--- config.mk ---
export PLATFORM = sky130hd
export DESIGN_NAME = led_pattern_sender
export DESIGN_NICKNAME = d
export VERILOG_FILES = /design/src/rtl/led_pattern_sender.sv
export SDC_FILE = /design/constraint.sdc
export NUM_CORES = 1
export LEC_CHECK = 0
export ABC_CLOCK_PERIOD_IN_PS = 3300
export CORE_AREA = 2 2 145 147
export DETAILED_ROUTE_END_ITERATION = 16
export DIE_AREA = 0 0 147 149
export GPL_TIMING_DRIVEN = 0
export PLACE_DENSITY = 0.75
export SLEW_MARGIN = 5
export SYNTH_ARGS = -nofsm -noshare
export SYNTH_HDL_FRONTEND = slang
export SYNTH_SLANG_ARGS = --single-unit
export TNS_END_PERCENT = 20
--- constraint.sdc ---
create_clock -name clk -period 3.3 [get_ports clk]
set_input_delay 0.66 -clock clk [delete_from_list [all_inputs] [get_ports clk]]
set_output_delay 0.66 -clock clk [all_outputs]
set_load 0.03 [all_outputs]
--- src/rtl/led_pattern_sender.sv ---
// LED pattern source for the NoC data-stream path: one single-beat message per period,
// carrying an 8-bit pattern and a sequence number, with sent/drop counters for monitoring.
module led_pattern_sender #(
  parameter int DATA_WIDTH    = 288,
  parameter int ADDR_WIDTH    = 4,
  parameter int PERIOD_CYCLES = 50_000_000
) (
  input  logic                  clk,
  input  logic                  resetn,
  input  logic                  enable,
  input  logic [1:0]            mode,
  input  logic [ADDR_WIDTH-1:0] dest_addr,
  output logic                  tx_valid,
  input  logic                  tx_ready,
  output logic [DATA_WIDTH-1:0] tx_data,
  output logic [ADDR_WIDTH-1:0] tx_addr,
  output logic                  tx_sop,
  output logic                  tx_eop,
  output logic [15:0]           msg_count,
  output logic [15:0]           drop_count,
  output logic                  fsm_state
);

  // Handshake: a message is transferred in any cycle where tx_valid & tx_ready are both 1;
  // once tx_valid is raised, tx_data/tx_addr hold steady and tx_valid stays 1 until that cycle.

  localparam int CW = (PERIOD_CYCLES > 2) ? $clog2(PERIOD_CYCLES) : 1;
  localparam logic [CW-1:0] LAST = CW'(PERIOD_CYCLES - 1);

  typedef enum logic {IDLE = 1'b0, SEND = 1'b1} state_t;

  state_t          state;
  logic [CW-1:0]   cnt;
  logic            tick;
  logic [7:0]      pat;
  logic            dir_up;
  logic            first;
  logic [1:0]      last_mode;
  logic [7:0]      next_pat;
  logic            next_dir_up;
  logic [15:0]     seq;

  function automatic logic [DATA_WIDTH-1:0] pack_msg(input logic [15:0] s, input logic [7:0] p);
    pack_msg = '0;
    pack_msg[23:8] = s;
    pack_msg[7:0]  = p;
  endfunction

  assign tick      = enable && (cnt == LAST);
  assign tx_sop    = tx_valid;
  assign tx_eop    = tx_valid;
  assign fsm_state = state;

  always_ff @(posedge clk or negedge resetn) begin
    if (!resetn) begin
      cnt <= '0;
    end else if (!enable || cnt == LAST) begin
      cnt <= '0;
    end else begin
      cnt <= cnt + CW'(1);
    end
  end

  always_comb begin
    next_pat    = pat;
    next_dir_up = dir_up;
    if (first || mode != last_mode) begin
      next_dir_up = 1'b1;
      case (mode)
        2'd0:    next_pat = 8'h00;
        2'd1:    next_pat = 8'h01;
        2'd2:    next_pat = 8'h01;
        default: next_pat = 8'h55;
      endcase
    end else begin
      case (mode)
        2'd0: next_pat = pat + 8'd1;
        2'd1: next_pat = {pat[6:0], pat[7]};
        2'd2: begin
          // Ping-pong reverses at the end bits so each end value appears only once per sweep.
          if (dir_up) begin
            if (pat == 8'h80) begin
              next_pat    = 8'h40;
              next_dir_up = 1'b0;
            end else begin
              next_pat = {pat[6:0], 1'b0};
            end
          end else begin
            if (pat == 8'h01) begin
              next_pat    = 8'h02;
              next_dir_up = 1'b1;
            end else begin
              next_pat = {1'b0, pat[7:1]};
            end
          end
        end
        default: next_pat = ~pat;
      endcase
    end
  end

  // Pattern advances on every tick, whether or not the message gets sent.
  always_ff @(posedge clk or negedge resetn) begin
    if (!resetn) begin
      pat       <= 8'h00;
      dir_up    <= 1'b1;
      first     <= 1'b1;
      last_mode <= 2'd0;
    end else if (tick) begin
      pat       <= next_pat;
      dir_up    <= next_dir_up;
      first     <= 1'b0;
      last_mode <= mode;
    end
  end

  always_ff @(posedge clk or negedge resetn) begin
    if (!resetn) begin
      state      <= IDLE;
      tx_valid   <= 1'b0;
      tx_data    <= '0;
      tx_addr    <= '0;
      seq        <= 16'd0;
      msg_count  <= 16'd0;
      drop_count <= 16'd0;
    end else begin
      case (state)
        IDLE: begin
          if (tick) begin
            tx_data  <= pack_msg(seq, next_pat);
            tx_addr  <= dest_addr;
            tx_valid <= 1'b1;
            state    <= SEND;
          end
        end
        SEND: begin
          if (tx_ready) begin
            seq       <= seq + 16'd1;
            msg_count <= msg_count + 16'd1;
            if (tick) begin
              tx_data <= pack_msg(seq + 16'd1, next_pat);
              tx_addr <= dest_addr;
            end else begin
              tx_valid <= 1'b0;
              state    <= IDLE;
            end
          end else if (tick && drop_count != 16'hFFFF) begin
            drop_count <= drop_count + 16'd1;
          end
        end
        default: begin
          tx_valid <= 1'b0;
          state    <= IDLE;
        end
      endcase
    end
  end

endmodule

==> impl_metrics.py, run 1 <==
metrics = {
    "sta": {
        "clock.fmax_mhz": 331,
        "fin_tns_setup_ns": 0,
        "setup_viol": 0,
        "rsz0062_at_grt": "no",
        "fin_crit_sh_pct": 91.4,
        "maxSlewViolCount": 0,
        "finClkSkew_ns": 0.00881,
        "layout_min_cycle_time_ns": 3.02,
        "worst_pin_slew_ns": 0.790,
        "hold_ws_ns": 0.202,
        "hold_viol_final": 0,
        "slew_headroom_pct": 46.9,
    },
    "setup_path": {
        "rr_endpoint": "tx_data[15]",
        "critPathLaunch": "cnt[0]",
        "crit_slowest_cell": "dfrtp_1",
        "crit_path_end": "tx_data[15]",
        "critPathKind": "reg -> reg",
        "rr_startpoint": "cnt[0]",
        "cp_common_cell": "ha_1",
        "critPathCaptureType": "flop",
        "crit_chain": "ha_1 > and4_1 > nand3_4 > nor4_2 > inv_1 > ha_1 > nor2_1 > nand2_2 > clkbuf_1 > nand2_1 > o21ai_0",
        "worstPathArrival_ns": 3.29,
        "reg2reg_setup_slack_ns": 0.28,
        "critPathLaunchType": "flop",
        "critPathMaxFanout": 10,
        "cp.required_ns": 3.57,
        "rr_worst_depth": 11,
        "critPathMaxStageDelay_ns": 0.39,
    },
    "route": {
        "routed_via_density": 4.06,
        "drcViolationCount": 0,
        "drtIter0Drc": 411,
        "ant_nets": 0,
        "wl_per_cell_um": 11.1,
        "drt-total-wl_um": 16800,
        "vias": 6160,
        "firstDrtPassIters": 5,
    },
    "cells_and_area": {
        "drive_gt1_share_pct": 28.1,
        "diodes": 0,
        "multi_input_area_mm2": 0.00397,
        "syn_to_final_growth_pct": 33.4,
        "final_nets": 1247,
        "fill_cells": 1912,
        "seqCellArea_mm2": 0.00291,
        "final_area_mm2": 0.0107,
    },
    "logic_synthesis": {
        "yosysTopAreaCellShare_pct": 35.5,
        "syn_inst": 873,
        "synth-xor-area-share_pct": 9.37,
        "ys_seq_area_share_pct": 36.2,
        "synth-compound-area-share_pct": 5.32,
        "synth_top_cell_by_area": "dfrtp_1",
        "synth_area_leaders": "dfrtp_1 35%, buf_4 25%, xor2_1 4.8%",
        "synth.mux.area_fraction_pct": 3.21,
        "syn-cell-area_mm2": 0.00804,
        "yosys.area_share.adder_pct": 1.40,
        "yosys.cell_count.top_type": "buf_4",
        "async_flop_share_pct": 100,
        "synth-edff-count": 0,
        "synth_common_cells": "267 x buf_4, 114 x dfrtp_1, 73 x nand2_1, 49 x nor2_1, 44 x xor2_1",
        "yosysWarnings": 0,
        "syn_avg_cell_area_um2": 9.21,
        "yosys.area_share.simple_pct": 17.6,
        "synth_top_family_by_area": "buffers and inverters",
        "ys_types": 56,
        "ys_ff_latch": 116,
        "synth_top_flop_cell": "dfrtp_1",
    },
    "clocking": {
        "cts_setup_buffers": 0,
        "h-tree-depth": 4,
        "cts_tree": "done",
        "cts.path.max_buffers": 2,
        "clkTransAtPathRegs_ns": 0.06,
        "root_buffer": "clkbuf_16",
        "clock_latency_ns": 0.42,
        "numCtsBuffers": 17,
        "cts.sinks": 116,
    },
    "floorplanning": {
        "initial_core_util_pct": 39.1,
        "core_area_mm2": 0.0206,
        "die_x_um": 147,
        "dieHeight_um": 149,
        "ios": 338,
        "dieArea_mm2": 0.0219,
        "num_rows": 53,
    },
    "pwr": {
        "power_density_mw_per_mm2": 379,
        "leakagePower_uw": 0.00566,
        "ir_worst_vdd_mv": 0.357,
        "finalPower_uw": 4060,
    },
    "min_path": {
        "hp-class": "in -> async",
    },
    "global_route": {
        "grt_usage_pct": 15.1,
        "gr-total-overflow": 0,
        "grt_pass1_wl_um": 26700,
        "grt_max_degree": 64,
        "antenna_found_initial": 0,
        "grt_pass1_vias": 5530,
    },
    "place": {
        "place.gp.congestion": 0.930,
        "hpwl_um": 12800,
        "place_area_mm2": 0.0101,
        "io_buffers": 72,
    },
    "job": {
        "drv_cap": 0,
    },
    "status": {
        "status": "finished, final reports clean",
    },
}
==> critical path, delay by kind of cell, from the launching register on <==
| family | cells | cell delay (ns) |
|---|---|---|
| buf+inv | 2 | 0.50 |
| simple gates | 6 | 1.46 |
| fa+ha+maj | 2 | 0.45 |
| flops | 1 | 0.39 |
| compound gates | 1 | 0.09 |
==> how the worst min path moves through the flow <==
stage | startpoint | endpoint | depth (start not counted)
2_1_floorplan | resetn | cnt[0] | 0
3_3_place_gp | msg_count[15] | msg_count[15] | 1
3_5_place_dp | msg_count[15] | msg_count[15] | 1
4_1_cts | resetn | msg_count[15] | 1
5_1_grt | resetn | msg_count[15] | 1
6_report | resetn | msg_count[15] | 1
==> flip-flops by register name, summed over array words and instances, names as in the netlist <==
signal      flops
drop_count     16
dir_up          1
msg_count      16
tx_eop          1
pat             8
seq            16
cnt            26
first           1
tx_addr         4
last_mode       2
fsm_state       1
tx_data        24
==> routing by layer <==
layer	part of all wire, %	vias to the layer above	track usage (%)	wire length [um]
li1	-	3099	-	-
met1	42	2778	18.4	6990
met2	48	263	25.4	8140
met3	8.6	20	4.34	1450
met4	1.4	0	5.63	227
met5	0	-	0	0
==> per-stage QoR <==
step | std cells | utilization [%] | setup slack [ns]
floorplan | 1136 | - | 0.882
global placement | 1483 | 49.1 | -3.03
detailed placement | 1484 | 49.2 | -0.387
CTS | 1516 | 52.1 | 0.112
global route | 1516 | 52.1 | 0.0107
finish | 1516 | 52.1 | 0.283
==> cells in the final DEF (no fill, tap or decap), drive strengths merged, types with 7 or more instances in the layout <==
cell type and count:
a21oi 11, and2 11, and3 14, and4 7, buf 282, clkbuf 31, clkdlybuf4s50 71, clkinv 10
conb 264, dfrtp 114, ha 9, inv 11, mux2 19, nand2 74, nand3 39, nand4 25
nor2 50, nor3 14, nor4 9, o21ai 29, xnor2 42, xor2 44
==> what timing repair did <==
action,4_1_cts,5_1_grt
hold buffers,0,0
gates resized for setup,1,1
endpoints found under the setup margin,10,12
==> report_power, final <==
| part | total [uW] | switching [uW] | leakage, uW | internal [uW] |
|---|---|---|---|---|
| sequential | 1440 | 4.84 | 0.00150 | 1430 |
| combinational | 781 | 525 | 0.00387 | 256 |
| clock | 1840 | 660 | 0.000293 | 1180 |
==> final cells by class <==
| class | instances | area share (%) |
|---|---|---|
| buffer | 293 | 19.8 |
| inverter | 11 | 0.385 |
| timing repair buffer | 73 | 6.99 |
| multi-input combinational | 716 | 37.0 |
| sequential | 116 | 27.1 |
| clock buffer | 18 | 4.00 |
| clock inverter | 14 | 1.52 |
| tap | 275 | 3.21 |
==> kinds of logic after synthesis <==
logic type,after synthesis
other,1
AOI/OAI and AO/OA,70
xor gates and xnor gates,86
adders and majority gates,9
DFF,116
buffers and inverters,304
muxes,23
and+or+nand+nor,264
(Power assumes the default switching activity.)
==> run 2, diff against run 1 <==
Settings changed: CTS_CLUSTER_DIAMETER set to 30.
==> results of run 2 <==
Final layout, timing and power as in run 1 (identical DEF).
==> run 3, diff against run 2 <==
Settings changed: HOLD_SLACK_MARGIN set to 0.03.
==> results of run 3 <==
Final layout, timing and power as in run 1 (identical DEF).
